$ cat config.mk
export PLATFORM = sky130hd
export DESIGN_NAME = coin_start_sequencer
export DESIGN_NICKNAME = d
export VERILOG_FILES = /design/src/rtl/coin_seq_pkg.sv /design/src/rtl/vblank_tick.sv /design/src/rtl/coin_start_sequencer.sv
export SDC_FILE = /design/constraint.sdc
export NUM_CORES = 1
export LEC_CHECK = 0
export CAP_MARGIN = 20
export CORE_ASPECT_RATIO = 1.75
export CORE_MARGIN = 3
export CORE_UTILIZATION = 38
export DETAILED_ROUTE_END_ITERATION = 8
export HOLD_SLACK_MARGIN = 0.05
export PLACE_DENSITY = 0.64
export SLEW_MARGIN = 20
export SYNTH_ARGS = -nofsm -noshare
export SYNTH_HDL_FRONTEND = slang
export SYNTH_SLANG_ARGS = --single-unit
$ cat constraint.sdc
create_clock -name clk_sys -period 2.7 [get_ports clk_sys]
set_clock_uncertainty 0.15 [all_clocks]
set_input_delay 0.405 -clock clk_sys [delete_from_list [all_inputs] [get_ports clk_sys]]
set_output_delay 0.405 -clock clk_sys [all_outputs]
set_load 0.01 [all_outputs]
$ cat src/rtl/coin_seq_pkg.sv
// rtl/coin_seq_pkg.sv - shared states, default frame lengths and player encoding for the coin/start sequencer
package coin_seq_pkg;

    typedef enum logic [2:0] {
        IDLE     = 3'd0,
        COIN_ON  = 3'd1,
        COIN_GAP = 3'd2,
        START_ON = 3'd3,
        RELEASE  = 3'd4
    } seq_state_t;

    typedef enum logic {
        PLAYER_1 = 1'b0,
        PLAYER_2 = 1'b1
    } player_t;

    localparam int unsigned DEF_COIN_FRAMES  = 3;
    localparam int unsigned DEF_GAP_FRAMES   = 5;
    localparam int unsigned DEF_START_FRAMES = 3;
    localparam int unsigned DEF_CNT_W        = 8;

endpackage

$ cat src/rtl/vblank_tick.sv
// rtl/vblank_tick.sv - ce_pix-qualified vblank rising-edge detector, one clk_sys pulse per frame
module vblank_tick (
    input  logic clk_sys,
    input  logic reset_n,
    input  logic ce_pix,
    input  logic vblank,
    output logic tick
);

    logic vblank_q;

    always_ff @(posedge clk_sys or negedge reset_n) begin
        if (!reset_n) begin
            vblank_q <= 1'b0;
        end else if (ce_pix) begin
            vblank_q <= vblank;
        end
    end

    assign tick = ce_pix & vblank & ~vblank_q;

endmodule

$ cat src/rtl/coin_start_sequencer.sv
// rtl/coin_start_sequencer.sv - turns one start request into frame-timed coin and start pulses for the core
module coin_start_sequencer
    import coin_seq_pkg::*;
#(
    parameter int unsigned COIN_FRAMES  = DEF_COIN_FRAMES,
    parameter int unsigned GAP_FRAMES   = DEF_GAP_FRAMES,
    parameter int unsigned START_FRAMES = DEF_START_FRAMES,
    parameter int unsigned CNT_W        = DEF_CNT_W
) (
    input  logic clk_sys,
    input  logic reset_n,
    input  logic ce_pix,
    input  logic vblank,
    input  logic req_start1,
    input  logic req_start2,
    input  logic coin_btn,
    output logic coin_out,
    output logic start1_out,
    output logic start2_out,
    output logic busy
);

    localparam logic [CNT_W-1:0] COIN_LOAD  = CNT_W'(COIN_FRAMES);
    localparam logic [CNT_W-1:0] GAP_LOAD   = CNT_W'(GAP_FRAMES);
    localparam logic [CNT_W-1:0] START_LOAD = CNT_W'(START_FRAMES);
    localparam logic [CNT_W-1:0] CNT_ONE    = CNT_W'(1);

    seq_state_t       state, state_nxt;
    logic [CNT_W-1:0] cnt, cnt_nxt;
    logic [1:0]       coins_left, coins_nxt;
    player_t          player, player_nxt;
    logic             req1_q, req2_q;
    logic             coin_nxt, start1_nxt, start2_nxt;
    logic             frame_tick;
    logic             edge1, edge2;
    logic             phase_done;

    vblank_tick u_vblank_tick (
        .clk_sys (clk_sys),
        .reset_n (reset_n),
        .ce_pix  (ce_pix),
        .vblank  (vblank),
        .tick    (frame_tick)
    );

    assign edge1      = ce_pix & req_start1 & ~req1_q;
    assign edge2      = ce_pix & req_start2 & ~req2_q;
    assign phase_done = frame_tick && (cnt == CNT_ONE);
    assign busy       = (state != IDLE);

    // History resets to 1 so a request still held when reset releases is not a fresh press.
    always_ff @(posedge clk_sys or negedge reset_n) begin
        if (!reset_n) begin
            req1_q <= 1'b1;
            req2_q <= 1'b1;
        end else if (ce_pix) begin
            req1_q <= req_start1;
            req2_q <= req_start2;
        end
    end

    always_ff @(posedge clk_sys or negedge reset_n) begin
        if (!reset_n) begin
            state      <= IDLE;
            cnt        <= '0;
            coins_left <= 2'd0;
            player     <= PLAYER_1;
            coin_out   <= 1'b0;
            start1_out <= 1'b0;
            start2_out <= 1'b0;
        end else begin
            state      <= state_nxt;
            cnt        <= cnt_nxt;
            coins_left <= coins_nxt;
            player     <= player_nxt;
            coin_out   <= coin_nxt;
            start1_out <= start1_nxt;
            start2_out <= start2_nxt;
        end
    end

    always_comb begin
        state_nxt  = state;
        cnt_nxt    = cnt;
        coins_nxt  = coins_left;
        player_nxt = player;
        case (state)
            IDLE: begin
                if (edge1 || edge2) begin
                    state_nxt  = COIN_ON;
                    cnt_nxt    = COIN_LOAD;
                    coins_nxt  = edge2 ? 2'd2 : 2'd1;
                    player_nxt = edge2 ? PLAYER_2 : PLAYER_1;
                end
            end
            COIN_ON: begin
                if (phase_done) begin
                    state_nxt = COIN_GAP;
                    cnt_nxt   = GAP_LOAD;
                    coins_nxt = coins_left - 2'd1;
                end else if (frame_tick && cnt != '0) begin
                    cnt_nxt = cnt - CNT_ONE;
                end
            end
            COIN_GAP: begin
                if (phase_done) begin
                    if (coins_left != 2'd0) begin
                        state_nxt = COIN_ON;
                        cnt_nxt   = COIN_LOAD;
                    end else begin
                        state_nxt = START_ON;
                        cnt_nxt   = START_LOAD;
                    end
                end else if (frame_tick && cnt != '0) begin
                    cnt_nxt = cnt - CNT_ONE;
                end
            end
            START_ON: begin
                if (phase_done) begin
                    state_nxt = RELEASE;
                    cnt_nxt   = '0;
                end else if (frame_tick && cnt != '0) begin
                    cnt_nxt = cnt - CNT_ONE;
                end
            end
            RELEASE: begin
                if (ce_pix && !req_start1 && !req_start2) begin
                    state_nxt = IDLE;
                end
            end
            default: begin
                state_nxt = IDLE;
                cnt_nxt   = '0;
            end
        endcase
    end

    // Outputs are decoded from the next state so they move on the same edge as the state.
    always_comb begin
        coin_nxt   = 1'b0;
        start1_nxt = 1'b0;
        start2_nxt = 1'b0;
        case (state_nxt)
            IDLE:     coin_nxt = ce_pix ? coin_btn : coin_out;
            COIN_ON:  coin_nxt = 1'b1;
            START_ON: begin
                start1_nxt = (player_nxt == PLAYER_1);
                start2_nxt = (player_nxt == PLAYER_2);
            end
            default: begin
                coin_nxt = 1'b0;
            end
        endcase
    end

endmodule

==> qor.csv <==
metric,value,unit
finalCritPeriodShare,0.9286,
cp.required,2.73,ns
regToRegSetupSlack,0.19,ns
grt_use_total,0.1733,
viasPerCell,5.840,
vias,1133,
setup_viol,0,
timing.fmax,398.9,MHz
syn-instance-count,141,
start_util,0.4105,
rsz0062_at_grt,false,
cts_tree,done,
period_minus_slack,2.507,ns
syn_avg_cell_area,8.714,µm²
overflow,0,
worstPathMaxFanout,9,
ir_drop,0.0004933,V
worst_hold_slack,0.3203,ns
timing.rr.start,cnt[5],
wire_per_inst,16.45,µm
clkLatencyLatePin,0.27,ns
yosys.cell_types.count,43,
synth-simple-area-share,0.3014,
report.final.hold_viol_count,0,
syn2layout_area_growth,18.33,%
max-cap-violations,0,
synth-edff-count,0,
utilization,0.4858,
clkTransAtPathRegs,0.08,ns
hp-class,in -> async,
grt_use_met2,0.3106,
synth_area,0.001229,mm²
grt_pass1_vias,1127,
totalWireLength,3192,µm
ys_ff_latch,20,
synth_top_family_by_area,simple AND/OR/NAND/NOR gates,
timing.final.max_slew_violations,0,
nFillCells,300,
gp_congestion,0.8690,
synth.area.mux_share,0.02648,
io_pins,11,
drive_above_1_share,0.1382,
antenna_cells,0,
hold_buffers,0,
fp.coreArea,0.002993,mm²
postCtsResizedCells,0,
cts_buffer_depth,2,
p_total,1.385,mW
reg2regPathDepth,5,
cp-end-kind,flop,
dp_hpwl,2389,µm
cts_buffers,3,
busiest_layer,met2,
ctsHtreeMaxLevel,1,
drc_errors,0,
firstDrtPassIters,4,
die-area,0.003979,mm²
cts_setup_buffers,0,
antenna_found_initial,0,
final_nets,163,
synth_xor_area_frac,0,
root_buffer,clkbuf_8,
path_class,reg -> reg,
synth-seq-area-share,0.4094,
layout_commonest_cell,dfrtp_1,
layout_common_cells,"dfrtp_1 (18), nand2_1 (16), nor2_1 (13), clkdlybuf4s50_1 (10), o21ai_0 (8)",
p_per_area,952.6,mW/mm²
die_w,48.99,µm
grt_max_degree,21,
antenna_left,0,
met1_usage,0.1766,
yosysWarnings,0,
async_flop_share,1.000,
numPortBuffers,10,
drtIter0Drc,66,
outcome,"finished, final reports clean",
worst_slew_pin_slew,0.7779,ns
synth_compound_area_frac,0.1874,
slew_headroom,0.4795,
grt_pass1_wl,5154,µm
synth_flop_cell,dfrtp_1,
synth_fa_ha_area_frac,0.03055,
die_h,81.22,µm
p_leak,0.6097,nW
syn_nets,151,
met3_usage,0.02202,
clkSinkCount,20,
crit_arrival,2.54,ns
start_kind,flop,
fin_tns_setup,0,ns
reg2reg_to,coin_out,
num_rows,26,
[cells in the mapped netlist, types with 3 or more instances]
cell type  instances  area, µm²
clkbuf_1           5      18.77
nand3_1            4      20.02
nand4b_1           3      26.28
dfrtp_1           18      450.4
nor4_1             5      31.28
a31oi_1            6      37.54
nor3_1             5      25.02
nor2b_1            5      31.28
a211oi_1           3      22.52
inv_1              7      26.28
nor2_1            13      48.80
o21ai_0            8      40.04
ha_1               3      37.54
a21oi_1            5      25.02
nand2_1           16      60.06
[through the flow]
step	area [µm²]	cells	setup slack (ns)
detailed placement	1383	190	0.1549
floorplan	1229	141	0.4873
global placement	1383	190	0.2084
global route	1454	194	0.002861
finish	1454	194	0.1929
CTS	1454	194	0.2051
[state kept, by name (all words and copies together), names as in the netlist]
signal                  count
u_vblank_tick.vblank_q      1
coins_left                  2
state                       3
start1_out                  1
start2_out                  1
req1_q                      1
coin_out                    1
player                      1
req2_q                      1
cnt                         8
[final cells by class]
type | instances | area, µm² | area share
inverters | 7 | 26.28 | 0.01807
repair buffers | 14 | 130.1 | 0.08950
clock inverters | 1 | 30.03 | 0.02065
well taps | 42 | 52.55 | 0.03614
flip-flops and latches | 20 | 503.0 | 0.3460
multi-input cells | 107 | 670.6 | 0.4613
clock buffers | 3 | 41.29 | 0.02840
[report_power, final]
group | internal (mW) | switching, mW
clock | 0.198 | 0.113
combinational | 0.232 | 0.304
sequential | 0.408 | 0.129
total | 0.838 | 0.547
[cells by family after synthesis]
group / count (synthesis)
compound gates: 34
buf+inv: 14
mux: 3
flops: 20
simple gates: 67
fa+ha+maj: 3
[critical path: stages, from the launching register on]
cell      delay, ns
dfrtp_1        0.45
or4_1          0.70
nor3_2         0.54
and2_1         0.24
o31ai_1        0.10
a211oi_1       0.24
[how the worst max path moves through the flow]
stage | startpoint | to | slack, ns
after floorplan | cnt[5] | start2_out | 0.49
after global placement | ce_pix | cnt[7] | 0.21
after detailed placement | ce_pix | coin_out | 0.15
after CTS | cnt[5] | coin_out | 0.21
after global routing | cnt[5] | cnt[7] | 0.003
final | cnt[5] | coin_out | 0.19
[routing by layer]
layer  vias up  routed length, µm
li1        546                  -
met2        34               1687
met1       537               1167
met5         -                  0
met3        16                110
met4         0                227
Power figures use the tool's default switching activity.
==> patch 1: new RTL, config.mk and constraints unchanged <==
Encoding of `seq_state_t`: now one-hot (5 bits for 5 states).
--- a/src/rtl/coin_seq_pkg.sv
+++ b/src/rtl/coin_seq_pkg.sv
@@ -1,12 +1,12 @@
 // rtl/coin_seq_pkg.sv - shared states, default frame lengths and player encoding for the coin/start sequencer
 package coin_seq_pkg;
 
-    typedef enum logic [2:0] {
-        IDLE     = 3'd0,
-        COIN_ON  = 3'd1,
-        COIN_GAP = 3'd2,
-        START_ON = 3'd3,
-        RELEASE  = 3'd4
+    typedef enum logic [4:0] {
+        IDLE     = 5'b00001,
+        COIN_ON  = 5'b00010,
+        COIN_GAP = 5'b00100,
+        START_ON = 5'b01000,
+        RELEASE  = 5'b10000
     } seq_state_t;
 
     typedef enum logic {
Function: no difference found for any inputs over 10 cycles, from zero or initial values and one cycle with reset_n low; not proved beyond that.
==> patch 1 against the unedited design <==
Worst setup slack gained 0.17 ns; register-to-register slack better by 0.34 ns; synthesized area is 16% higher; design area grew 16%; routed wire length is 15% higher; sequential cell count rose by 2; total power fell by 2.1%; first-iteration DRC count fell by 1.5%; critical path type is now reg2out.
==> patch 1: results (changes against the unedited design) <==
| Metric | Value |
|---|---|
| P_int | 0.000798 W (-4.8%) |
| Largest cells by area after synthesis | dfrtp_1, dfstp_2, nor2_1 |
| DR vias | 1331 (+17%) |
| Largest net degree at the start of global routing | 15 (-29%) |
| Slew margin rel. | 56.5% (+8.6 points) |
| Post-synth top cells | dfrtp_1, nor2_1, inv_1, nand2_1, o21ai_0 |
| RR Startpoint | state[0]$_DFF_PN1_ |
| DRT iter0 DRCs | 65 (-1.5%) |
| Synth unique cells | 55 (+28%) |
| Post-Syn Nets | 171 (+13%) |
| Crit path max-delay cell type | dfstp_2 |
| Reg2reg end | state[0]$_DFF_PN1_ |
| Worst EP arrival | 1.78 ns (-0.76 ns) |
| Dpl ws | 0.242 ns (+0.0872 ns) |
| HP Class | reg2reg |
| Power in the clock group | 0.000212 W (-32%) |
| R2R Setup Slk | 0.53 ns (+0.34 ns) |
| Post-CTS sizing | 2 (+2) |
| Crit-path max cell delay | 0.57 ns (-0.13 ns) |
| Clk root buf | clkbuf_8 |
| Worst Reg-to-Reg Cells | 6 (+1) |
| Register area share after synthesis | 39.0% (-1.9 points) |
| Placed cell areas | 1600 sq um (+16%) |
| Largest registers | cnt: 8 flops, state: 5 flops, coins_left: 2 flops |
| Placer Congestion | 0.904 (+4.0%) |
| P_leak | 0.718 nW (+18%) |
| Post-route setup slack | 0.367 ns (+0.174 ns) |
| Gr usage total | 18.1% (+0.76 points) |
| Share of cells above drive strength 1 | 18.4% (+4.6 points) |
| First-pass GRT wire length | 6.19 mm (+20%) |
| Final net count | 190 (+17%) |
| Post-DP HPWL | 2.90 mm (+21%) |
| Post-DR wirelength/cell | 16.3 um (-0.67%) |
| Status | finished clean |
==> patch 1: kinds of logic after synthesis <==
| kind of cell | after synthesis | share of synthesized area [%] |
|---|---|---|
| buffers and inverters | 19 | 5.46 |
| DFF | 22 | 39.0 |
| muxes | 3 | 2.29 |
| AOI/OAI and AO/OA | 49 | 24.7 |
| adders and majority gates | 3 | 2.64 |
| xor gates and xnor gates | 4 | 2.47 |
| and+or+nand+nor | 61 | 23.4 |
==> patch 1: final cells by class <==
| cell class | instances | area (sq um) | share of cell area, % |
|---|---|---|---|
| Multi-Input combinational cell | 120 | 798 | 47.5 |
| Sequential cell | 22 | 556 | 33.0 |
| Timing Repair Buffer | 20 | 178 | 10.6 |
| Inverter | 13 | 48.8 | 2.90 |
| Tap cell | 45 | 56.3 | 3.35 |
| Clock buffer | 4 | 45.0 | 2.68 |
==> patch 1: worst max path at each step <==
stage | start | end
6_report | state[0]$_DFF_PN1_ | busy
5_1_grt | state[0]$_DFF_PN1_ | busy
4_1_cts | state[2]$_DFF_PN0_ | busy
3_5_place_dp | state[2]$_DFF_PN0_ | busy
3_3_place_gp | state[2]$_DFF_PN0_ | busy
2_1_floorplan | state[0]$_DFF_PN1_ | cnt[1]$_DFFE_PN0P_
==> patch 1: metrics by stage <==
step / std cells / hold WS (ns)
floorplan: 161 / -0.0406
global placement: 217 / 0.314
detailed placement: 217 / 0.325
CTS: 221 / 0.336
global route: 224 / 0.358
finish: 224 / 0.334
==> patch 1: layer usage <==
layer | share of wire, % | GRT usage [%] | vias up
met4 | 5.4 | 11.2 | 0
met1 | 36 | 19.2 | 619
li1 | - | - | 627
met5 | 0 | 0 | -
met2 | 54 | 32.3 | 64
met3 | 4.8 | 2.57 | 21
==> patch 2: new RTL, same settings <==
Without the edit above. `DEF_CNT_W`: 8 -> 6.
--- a/src/rtl/coin_seq_pkg.sv
+++ b/src/rtl/coin_seq_pkg.sv
@@ -17,7 +17,7 @@
     localparam int unsigned DEF_COIN_FRAMES  = 3;
     localparam int unsigned DEF_GAP_FRAMES   = 5;
     localparam int unsigned DEF_START_FRAMES = 3;
-    localparam int unsigned DEF_CNT_W        = 8;
+    localparam int unsigned DEF_CNT_W        = 6;
 
 endpackage
 
Check against the original RTL: no difference found for any inputs over 10 cycles, from zero or initial values and one cycle with reset_n low; that may be too few to reach the edited logic, so the function may still have changed.
==> patch 2 against the unedited design <==
Worst setup slack gained 0.15 ns; routed wire length is 17% lower; total power shrank 4.9%; sequential cell count down 2; synthesized area shrank 3.2%; highest routed layer unchanged; die area down 2.8%; largest power group is now combinational cells; sequential share of layout area down 1.0 points; design area down 7.1%; critical path type is now reg2out; synthesized cell count fell by 11%.
==> patch 2: results (changes against the unedited design) <==
| Metric | Value |
|---|---|
| Asr flop ratio synth | 100% (unchanged) |
| Initial antenna violation count | 0 (unchanged) |
| Setup Fix Bufs, Post-CTS | 0 (unchanged) |
| Largest cells by area after synthesis | dfrtp_1, dfstp_2, a21oi_1 |
| Status | finished clean |
| Largest registers | cnt: 6 flops, state: 3 flops, coins_left: 2 flops |
| Post-synth top cells | dfrtp_1, nor2_1, a21oi_1, nand2_1 |
| Clk root buf | clkbuf_8 |
| Slew margin rel. | 43.1% (-4.8 points) |
| Post-DP HPWL | 2.05 mm (-14%) |
| Synth unique cells | 45 (+4.7%) |
| # fillers | 279 (-7.0%) |
| HP Class | reg2reg |
| P_leak | 0.582 nW (-4.6%) |
| H-tree levels | 1 (unchanged) |
| Share of cells above drive strength 1 | 16.9% (+3.1 points) |
| First-pass DRT Iterations | 4 (unchanged) |
| Worst EP arrival | 1.81 ns (-0.73 ns) |
| First-pass GRT wire length | 4.56 mm (-12%) |
| DRT iter0 DRCs | 23 (-65%) |
| Gr usage total | 15.2% (-2.1 points) |
| Placer Congestion | 0.854 (-1.7%) |
| Bufs on Longest Clock Path | 2 (unchanged) |
| Crit path max-delay cell type | dfrtp_1 |
| Largest net degree at the start of global routing | 19 (-9.5%) |
| Crit-path max cell delay | 0.48 ns (-0.22 ns) |
| Worst Path Max Fanout | 9 (unchanged) |
| Register area share after synthesis | 38.1% (-2.9 points) |
| Ys flop type | dfrtp_1 |
| Via density per instance | 5.60 (-4.2%) |
| Total wire length | 2.66 mm (-17%) |
| Crit path max-delay family | buffers and inverters |
| Final net count | 148 (-9.2%) |
| Maximum vdd drop | 0.577 mV (+17%) |
| Reg clk slew, reported paths | 0.07 ns |
| Post-Syn Nets | 137 (-9.3%) |
| Worst skew pair latency | 0.25 ns (-0.02 ns) |
| Vias in the first global route | 1061 (-5.9%) |
| Inserted Diodes | 0 (unchanged) |
patch 2: changes by cell type after synthesis, sizes merged, moves of 3 or more:
cell    delta
nor2b      -4
nor4       -3
a31oi      -6
or4b       -3
nand2      -5
nor3       -4
a21oi      +4
clkbuf     -4
mux2       +3
or3        +3
buf        +3
patch 2: logic make-up after synthesis:
group                    after synthesis  synth area share, %
AO/OA/AOI/OAI                         34                 19.6
adder cells (fa/ha/maj)                4                 4.21
buffers and inverters                 14                 7.78
flip-flops                            18                 38.1
multiplexers                           8                 7.57
AND/OR/NAND/NOR                       48                 22.8
patch 2: through the flow:
step | cell area, sq um | power, W | hold slack [ns] | instances | worst slack [ns]
after CTS | 1350 | 0.00132 | 0.343 | 178 | 0.334
after global routing | 1350 | 0.00142 | 0.371 | 178 | 0.227
after detailed placement | 1290 | 0.00110 | 0.329 | 174 | 0.280
after floorplan | 1190 | 0.000937 | -0.0406 | 126 | 0.837
final | 1350 | 0.00132 | 0.337 | 178 | 0.339
after global placement | 1290 | 0.00107 | 0.320 | 174 | 0.337
patch 2: routing by layer:
metal,part of all wire [%],vias to the layer above,wire [um],GRT usage [%]
met5,0,-,0,0
met4,2.6,0,68,8.83
met3,1.6,7,42,2.06
met2,55,10,1460,29.4
met1,41,505,1090,15.3
li1,-,474,-,-
patch 2: final cells by class:
class                      instances  area share [%]
multi-input combinational         94            47.7
timing repair buffer              12            8.53
sequential                        18            33.5
tap                               42            3.89
clock buffer                       4            4.08
inverter                           8            2.22
patch 2: worst paths after layout:
kind	slack, ns	cells past startpoint	startpoint	endpoint
setup / recovery	0.34	4	state[1]$_DFF_PN0_	busy
hold / removal	0.34	2	req2_q$_DFFE_PN1P_	req2_q$_DFFE_PN1P_
setup reg to reg	0.68	5	cnt[4]$_DFFE_PN0P_	state[1]$_DFF_PN0_
hold reg to reg	0.34	2	req2_q$_DFFE_PN1P_	req2_q$_DFFE_PN1P_
max in group asynchronous	1.39	1	reset_n	coins_left[1]$_DFFE_PN0P_
min in group asynchronous	0.48	1	reset_n	u_vblank_tick.vblank_q$_DFFE_PN0P_
patch 2: where the power goes:
part,switching [W],internal [W]
registers,0.0000952,0.000361
logic,0.000342,0.000293
clock network,0.0000960,0.000130
patch 2: worst min-delay path, stage by stage (launching register included):
cell,delay (ns)
dfstp_2,0.38
inv_1,0.04
o21ai_0,0.06
